==> src/rtl/latq_bank_pkg.sv <==
// Shared types and constants for the latq bank write/read schedulers.
// The state encoding is fixed at 2 bits so downstream tools see a stable layout.
package latq_bank_pkg;

  localparam int DEF_N     = 4;
  localparam int DEF_DEPTH = 16;
  localparam int DEF_W     = 8;
  localparam int DEF_AW    = 4;

  typedef enum logic [1:0] {
    IDLE  = 2'd0,
    SETUP = 2'd1,
    OPEN  = 2'd2,
    HOLD  = 2'd3
  } state_t;

  // Never returns less than 1 so a 1-requester index still has a bit.
  function automatic int clog2(input int value);
    int r;
    r = 1;
    for (int i = 1; i < 31; i++) begin
      if ((1 << i) < value) r = i + 1;
    end
    return r;
  endfunction

endpackage

==> src/rtl/latq_bank_rr_arb.sv <==
// Combinational round-robin arbiter: first asserted request at or after ptr,
// scanning upward modulo N. Shared by the bank write and read schedulers.
module rr_arb
  import latq_bank_pkg::*;
#(
  parameter int N  = DEF_N,
  parameter int PW = clog2(N)
) (
  input  logic [N-1:0]  req,
  input  logic [PW-1:0] ptr,
  output logic [N-1:0]  grant,
  output logic [PW-1:0] idx
);

  logic [N-1:0] req_rot;
  logic [PW:0]  off;
  logic [PW:0]  raw;
  logic [PW:0]  wrapped;
  logic         found;

  // Rotate so bit 0 is the requester the pointer currently favours.
  assign req_rot = N'({req, req} >> ptr);

  always_comb begin
    off   = '0;
    found = 1'b0;
    for (int k = 0; k < N; k++) begin
      if (!found && req_rot[k]) begin
        off   = (PW+1)'(k);
        found = 1'b1;
      end
    end
    raw     = {1'b0, ptr} + off;
    wrapped = (raw >= (PW+1)'(N)) ? raw - (PW+1)'(N) : raw;
    idx     = PW'(wrapped);
    grant   = '0;
    if (found) grant[idx] = 1'b1;
  end

endmodule

==> src/rtl/latq_bank_wr_sched.sv <==
// Write scheduler for a latq latch bank: round-robin grant, flop-staged data and
// a SETUP/OPEN/HOLD sequence so each latch enable pulse is glitch-free.
module latq_bank_wr_sched
  import latq_bank_pkg::*;
#(
  parameter int N     = DEF_N,
  parameter int DEPTH = DEF_DEPTH,
  parameter int W     = DEF_W,
  parameter int AW    = DEF_AW
) (
  input  logic             CLK,
  input  logic             RST,
  input  logic [N-1:0]     req,
  input  logic [N*AW-1:0]  addr,
  input  logic [N*W-1:0]   wdata,
  output logic [N-1:0]     ack,
  output logic             err,
  output logic [DEPTH-1:0] E,
  output logic [W-1:0]     D,
  output logic             busy
);

  localparam int PW = clog2(N);

  state_t           state_reg, state_next;
  logic [W-1:0]     d_reg;
  logic [AW-1:0]    stage_addr_reg;
  logic [PW-1:0]    stage_id_reg;
  logic [PW-1:0]    rr_ptr_reg;
  logic             oor_reg;
  logic [DEPTH-1:0] e_reg, e_next;
  logic [N-1:0]     ack_reg, ack_next;
  logic             err_reg;
  logic             busy_reg;

  logic [N-1:0]     grant;
  logic [PW-1:0]    grant_idx;
  logic [AW-1:0]    sel_addr;
  logic [W-1:0]     sel_wdata;
  logic             sel_oor;
  logic             start;
  logic [PW-1:0]    ptr_next;

  rr_arb #(.N(N), .PW(PW)) u_arb (
    .req   (req),
    .ptr   (rr_ptr_reg),
    .grant (grant),
    .idx   (grant_idx)
  );

  always_comb begin
    sel_addr  = '0;
    sel_wdata = '0;
    for (int i = 0; i < N; i++) begin
      if (grant[i]) begin
        sel_addr  = sel_addr  | addr[i*AW +: AW];
        sel_wdata = sel_wdata | wdata[i*W +: W];
      end
    end
  end

  assign sel_oor  = ({1'b0, sel_addr} >= (AW+1)'(DEPTH));
  assign ptr_next = (stage_id_reg == PW'(N-1)) ? '0 : stage_id_reg + PW'(1);

  always_comb begin
    state_next = state_reg;
    start      = 1'b0;
    case (state_reg)
      IDLE: begin
        if (|req) begin
          state_next = SETUP;
          start      = 1'b1;
        end
      end
      SETUP:   state_next = OPEN;
      OPEN:    state_next = HOLD;
      HOLD:    state_next = IDLE;
      default: state_next = IDLE;
    endcase
  end

  // Enables and acks are decoded one cycle early so the outputs are pure flops.
  for (genvar gi = 0; gi < DEPTH; gi++) begin : g_e
    assign e_next[gi] = (state_reg == SETUP) && !oor_reg && (stage_addr_reg == AW'(gi));
  end

  for (genvar gi = 0; gi < N; gi++) begin : g_ack
    assign ack_next[gi] = (state_reg == OPEN) && (stage_id_reg == PW'(gi));
  end

  always_ff @(posedge CLK or posedge RST) begin
    if (RST) state_reg <= IDLE;
    else     state_reg <= state_next;
  end

  always_ff @(posedge CLK or posedge RST) begin
    if (RST) begin
      d_reg          <= '0;
      stage_addr_reg <= '0;
      stage_id_reg   <= '0;
      oor_reg        <= 1'b0;
      rr_ptr_reg     <= '0;
      e_reg          <= '0;
      ack_reg        <= '0;
      err_reg        <= 1'b0;
      busy_reg       <= 1'b0;
    end else begin
      e_reg    <= e_next;
      ack_reg  <= ack_next;
      err_reg  <= (state_reg == OPEN) && oor_reg;
      busy_reg <= (state_next != IDLE);
      if (start) begin
        d_reg          <= sel_wdata;
        stage_addr_reg <= sel_addr;
        stage_id_reg   <= grant_idx;
        oor_reg        <= sel_oor;
      end
      if (state_reg == HOLD) rr_ptr_reg <= ptr_next;
    end
  end

  assign E    = e_reg;
  assign D    = d_reg;
  assign ack  = ack_reg;
  assign err  = err_reg;
  assign busy = busy_reg;

endmodule

==> config.mk <==
export PLATFORM = sky130hd
export DESIGN_NAME = latq_bank_wr_sched
export DESIGN_NICKNAME = d
export VERILOG_FILES = /design/src/rtl/latq_bank_pkg.sv /design/src/rtl/latq_bank_rr_arb.sv /design/src/rtl/latq_bank_wr_sched.sv
export SDC_FILE = /design/constraint.sdc
export NUM_CORES = 1
export LEC_CHECK = 0
export ABC_AREA = 1
export BUFFER_PORTS_ARGS = -buffer_cell sky130_fd_sc_hd__buf_2
export CORE_ASPECT_RATIO = 0.8
export CORE_MARGIN = 3
export CORE_UTILIZATION = 45
export DETAILED_ROUTE_END_ITERATION = 16
export PLACE_DENSITY = 0.75
export SYNTH_ARGS = -nofsm -noshare
export SYNTH_HDL_FRONTEND = slang
export SYNTH_HIERARCHICAL = 1
export SYNTH_SLANG_ARGS = --single-unit
export TNS_END_PERCENT = 30
==> constraint.sdc <==
create_clock -name CLK -period 4.52 [get_ports CLK]
set_clock_uncertainty 0.1 [all_clocks]
set_input_delay 0.226 -clock CLK [delete_from_list [all_inputs] [get_ports CLK]]
set_output_delay 0.226 -clock CLK [all_outputs]
set_load 0.01 [all_outputs]
After elaboration in Yosys (flattened, before gate mapping). Index checks and enable logic that the tools add are counted.

Bits in registers: 39. Input port bits: 54. Logic and storage cells: 98. Output and inout bits: 30.

Shift-type cells: 1. Magnitude comparators: 3. Add/subtract/negate cells: 3. Mux-type cells: 24. Reductions and logical operators: 32. Bitwise operators: 6. Equality and inequality tests: 21.

Operators with widths (count): $eq 4x4->1 const B (8); $mux 8 (4); $logic_and 1x1->1 (24); $or 8x8->8 (3); $mux 4 (5); $eq 4x3->1 const B (4); $or 4x4->4 (3); $eq 2x2->1 const B (4); $eq 4x2->1 const B (2); $mux 1 (8); $pmux 2 s4 (1); $shr 8x2->4 (1); $mux 2 (3); $mux 3 (2); $eq 2x1->1 const B (2); $eq 4x1->1 const B (1); $logic_not 2->1 (2); $logic_not 4->1 (1); $reduce_or 4->1 (1); $add 2x3->3 (1); $ge 3x3->1 const B (1); $logic_not 1->1 (3); $lt 2x3->1 const B (1); $add 2x1->2 const B (1); other kinds (4) (4).

Longest topological paths before layout.
Word-level depth: 26. Mapped depth: 19. Gate-level depth less buffers: 18.

Hierarchy. The synthesis kept the hierarchy.

By module, submodules not included: latq_bank_wr_sched (cells each 266, times used 1, seq. area each 975.9 sq um, area each 1948.1 sq um); rr_arb (cells each 43, times used 1, seq. area each 0.0 sq um, area each 220.2 sq um).

Worst setup path after synthesis. OpenSTA, ideal clock, no wires.

Kind: register to register. Start point: register rr_ptr_reg[0]. End point: register d_reg[7] (netlist: D[7]). Period minus slack after synthesis: 2235 ps. Slack: 2285 ps. Library setup time: 65 ps. Stages on the path, launching flop included: 18. Data arrival time: 2070 ps. Required time: 4355 ps. Buffers on the path: 1. Cells stage by stage: dfrtp_1 > inv_2 > nand2_1 > nand3_1 > nand2_1 > nand3_1 > a21boi_0 > ha_1 > xnor2_1 > nand3_2 > a21oi_1 > buf_2 > nand2_1 > nand2_1 > inv_1 > nand2_1 > nand2_1 > nand2_1.

Elaborated cells between the ends (all ways): 31. Classes of those cells: add/sub: 2; order compare: 3; shift: 1; mux: 15; bitwise: 3; reduce/logical: 7.

RTL lines: start: declaration (RTL line latq_bank_wr_sched.sv:29) `logic [PW-1:0] rr_ptr_reg;`; start signal: assignment (RTL line latq_bank_wr_sched.sv:118) `if (state_reg == HOLD) rr_ptr_reg <= ptr_next;`; $shr 8x2->4 (RTL line latq_bank_rr_arb.sv:22) `assign req_rot = N'({req, req} >> ptr);`; $mux 1 (RTL line latq_bank_rr_arb.sv:28) `if (!found && req_rot[k]) begin`; $logic_not 1->1 (RTL line latq_bank_rr_arb.sv:28); $logic_and 1x1->1 (RTL line latq_bank_rr_arb.sv:28); $mux 1 (RTL line latq_bank_rr_arb.sv:28); $logic_not 1->1 (RTL line latq_bank_rr_arb.sv:28); $logic_and 1x1->1 (RTL line latq_bank_rr_arb.sv:28); $mux 1 (RTL line latq_bank_rr_arb.sv:28); [... 5 more ...]; $mux 2 (RTL line latq_bank_rr_arb.sv:34) `wrapped = (raw >= (PW+1)'(N)) ? raw - (PW+1)'(N) : raw;`; $lt 2x3->1 (implied by the code) / $ge 2x1->1 (equally long branches) (RTL line latq_bank_rr_arb.sv:37) `if (found) grant[idx] = 1'b1;`; $logic_and 1x1->1 (implied by the code) (RTL line latq_bank_rr_arb.sv:37); $mux 1 (implied by the code) (RTL line latq_bank_rr_arb.sv:37); $demux 1 s2; $mux 4 (*) (RTL line latq_bank_rr_arb.sv:37); net grant[3] (RTL line latq_bank_wr_sched.sv:36) `logic [N-1:0] grant;`; $mux 8 (*) (RTL line latq_bank_wr_sched.sv:55) `if (grant[i]) begin`; end signal: assignment (RTL line latq_bank_wr_sched.sv:113) `d_reg <= sel_wdata;`; end: declaration (RTL line latq_bank_wr_sched.sv:26) `logic [W-1:0] d_reg;`.

Mark *: on every way through the listed nets, which the timed path passes. The rest lies on a longest branch. A chain may end at the register's enable or synchronous reset.

Final worst setup path.
Start point: register rr_ptr_reg[0]. End point: register d_reg[1] (netlist: D[1]).

Elaborated cells between the ends (all ways): 31. Classes of those cells: add/sub: 2; order compare: 3; shift: 1; mux: 15; bitwise: 3; reduce/logical: 7.

RTL lines: $shr 8x2->4 (RTL line latq_bank_rr_arb.sv:22); $mux 1 (RTL line latq_bank_rr_arb.sv:28); $logic_not 1->1 (RTL line latq_bank_rr_arb.sv:28); $logic_and 1x1->1 (RTL line latq_bank_rr_arb.sv:28); $mux 1 (RTL line latq_bank_rr_arb.sv:28); $logic_not 1->1 (RTL line latq_bank_rr_arb.sv:28); $logic_and 1x1->1 (RTL line latq_bank_rr_arb.sv:28); $mux 1 (RTL line latq_bank_rr_arb.sv:28); [... 7 more ...]; $logic_and 1x1->1 (implied by the code) (RTL line latq_bank_rr_arb.sv:37); $mux 1 (implied by the code) (RTL line latq_bank_rr_arb.sv:37); $demux 1 s2; $mux 4 (*) (RTL line latq_bank_rr_arb.sv:37); net grant[2] (RTL line latq_bank_wr_sched.sv:36); $mux 8 (*) (RTL line latq_bank_wr_sched.sv:55); $or 8x8->8 (RTL line latq_bank_wr_sched.sv:57) `sel_wdata = sel_wdata | wdata[i*W +: W];`; $mux 8 (*) (RTL line latq_bank_wr_sched.sv:55).

Marked as above.

==> reports/results.ini <==
[run_status]
status=completed

[global_route]
grt_pass1_wl_um=8204
antenna_found_initial=0
overflow=0
grt_usage_pct=17.85
grt_max_degree=40
grt_pass1_vias=1967

[timing]
fin_tns_setup_ns=0
max_freq_ghz=0.3422
period_needed_ns=2.923
hold_violations=0
tightest_slew_ns=0.8749
rsz0062_at_grt=no
finalSetupViolations=0
period_share_pct=64.66
slew_headroom_pct=41.67
slew_violations=0

[synthesis]
synth_top_area_share_pct=45.01
syn_avg_cell_area_um2=7.017
syn_nets=372
yosysUniqueCellTypes=22
synth_seq_cells=39
netlist_area_um2=2168
yosysWarnings=6
yosysTopAreaCell=dfrtp_1
synthCells=309
ys_top_cells_by_area=dfrtp_1 45%, nand2_1 27%, inv_1 7.6%, ha_1 5.2%, nor2_1 4.0%
ys_seq_area_share_pct=45.01

[critical_path]
crit_end=D[1]$_DFFE_PP0P_
crit_family=simple AND/OR/NAND/NOR gates
cp-startpoint=rr_ptr_reg[0]$_DFFE_PP0N_
cp_num_cells=16
critPathMaxFanout=12
cp-start-kind=flop
worstPathArrival_ns=3.05
worstPathBufferInverterCount=2
end_kind=flop
worst_path_most_repeated_cell=nand2_1
max_stage_delay_ns=0.73
path_cells=inv_2, nand2_1, nand3_1, nand2_1, nand3_1, a21boi_0, ha_1, xnor2_1, nand3_2, a21oi_1, nand2_1, nand2_1, inv_1, nand2_1, nand2_1, nand2_1
reg2regPathDepth=16
reg2reg_to=D[1]$_DFFE_PP0P_
critPathSlowestCell=a21oi_1
r2r_start=rr_ptr_reg[0]$_DFFE_PP0N_
rrSetupSlack_ns=1.60
required_ns=4.65
critPathKind=reg -> reg

[cells_and_area]
diodes=0
final_area_um2=2710
layout-drive-gt1-share_pct=26.14
mostFrequentLayoutCells=155 x nand2_1, 82 x buf_2, 44 x inv_1
layout_commonest_cell=nand2_1
largest_reg_flops=16
fillers=403
fin_nets=456
area_delta_synth_final_pct=24.99

[power_and_ir_drop]
pwr_density_cell_nw_per_um2=764.5
leakage_nw=1.709
vdd_drop_max_mv=0.4551

[routing]
firstDrtPassIters=4
vias=2018
antenna_left=0
wl_per_cell_um=10.54
drt_iter0_drc=84
vias_per_cell=4.475
wl_um=4753
drc=0

[cts]
clk_pin_slew_worst_paths_ns=0.07
clockBufferDepth=2
cts_root_buffer=clkbuf_8
clock_latency_ns=0.29
cts_made_buffers=5
cts.sinks=39
htreeDepth=2
cts_tree=done

[floorplanning]
die_area_um2=5693
ios=84
die_w_um=83.61
start_util_pct=49.12
row_count=21
die_h_um=68.09
core_um2=4414

[job]
maxCapViolations=0

[placed_design]
port_buffers=82
gp_congestion=0.8234
place_area_um2=2615
dp_hpwl_um=3808

[worst_hold_path]
hp-class=in -> reg
holdPathStages=7

worst min-delay path by stage:
stage / from / end
floorplan: RST / D[0]$_DFFE_PP0P_
global placement: RST / ack[1]$_DFF_PP0_
detailed placement: RST / ack[2]$_DFF_PP0_
CTS: addr[5] / stage_addr_reg[1]$_DFFE_PP0P_
global route: wdata[1] / D[1]$_DFFE_PP0P_
finish: addr[5] / stage_addr_reg[1]$_DFFE_PP0P_
report_power, final:
group	internal [mW]	total [mW]	leakage [nW]	switching, mW
clock	0.108	0.222	0.0412	0.115
sequential	0.455	0.534	0.511	0.0792
combinational	0.456	1.32	1.16	0.860
logic make-up after synthesis:
| logic type | share of synthesized area (%) |
|---|---|
| buffers and inverters | 10.16 |
| multiplexers | 1.039 |
| other | 0.1729 |
| flip-flops | 45.01 |
| adder cells (fa/ha/maj) | 5.193 |
| AO/OA/AOI/OAI | 1.443 |
| XOR/XNOR | 0.4040 |
| AND/OR/NAND/NOR | 36.58 |
worst register-to-register path, stage by stage (launching register included):
cell and delay [ns]:
dfrtp_1 0.45, inv_2 0.08, nand2_1 0.09, nand3_1 0.09
nand2_1 0.12, nand3_1 0.07, a21boi_0 0.17, ha_1 0.18
xnor2_1 0.16, nand3_2 0.15, a21oi_1 0.73, nand2_1 0.14
nand2_1 0.09, inv_1 0.04, nand2_1 0.06, nand2_1 0.06
nand2_1 0.08
layout make-up:
class | count | area [um^2] | share of cell area, %
Clock inverter | 2 | 12.51 | 0.4617
Multi-Input combinational cell | 216 | 972.2 | 35.87
Sequential cell | 39 | 975.9 | 36.01
Timing Repair Buffer | 84 | 427.9 | 15.79
Clock buffer | 6 | 72.57 | 2.678
Inverter | 47 | 177.7 | 6.556
Tap cell | 57 | 71.32 | 2.632
timing repair:
item / 4_1_cts / 5_1_grt
gates resized for setup: 0 / 0
setup buffers: 0 / 0
hold buffers: 1 / 0
endpoints found under the hold margin: 39 / 0
Yosys cell counts, drive strengths merged:
library cell and number:
nor2 24, inv 46, mux2 2, xnor2 1
nand3b 1, a21oi 3, dfrtp 39, buf 7
ha 9, nand3 13, nand2 160, o21ai 1
a21boi 1, conb 1, clkinv 1
per-layer routing:
metal | vias to the layer above | wire length [um] | GRT usage [%]
met5 | - | 0 | 0
met4 | 0 | 71 | 6.225
met3 | 8 | 436 | 4.332
met2 | 92 | 2060 | 30.75
met1 | 849 | 2185 | 22.37
li1 | 1069 | - | -
metrics by stage:
stage               hold slack (ns)  power, mW  instances  setup slack, ns  util [%]
finish                       0.2051      2.072        451            1.597     61.39
global route                 0.2420      2.349        451            1.190     61.39
CTS                          0.2013      2.091        451            1.562     61.39
detailed placement           0.2666      1.861        442            1.585     59.24
global placement             0.2613      1.832        442            1.699     59.24
floorplan                    0.3311      1.579        309            2.285         -
(Power assumes the default switching activity.)
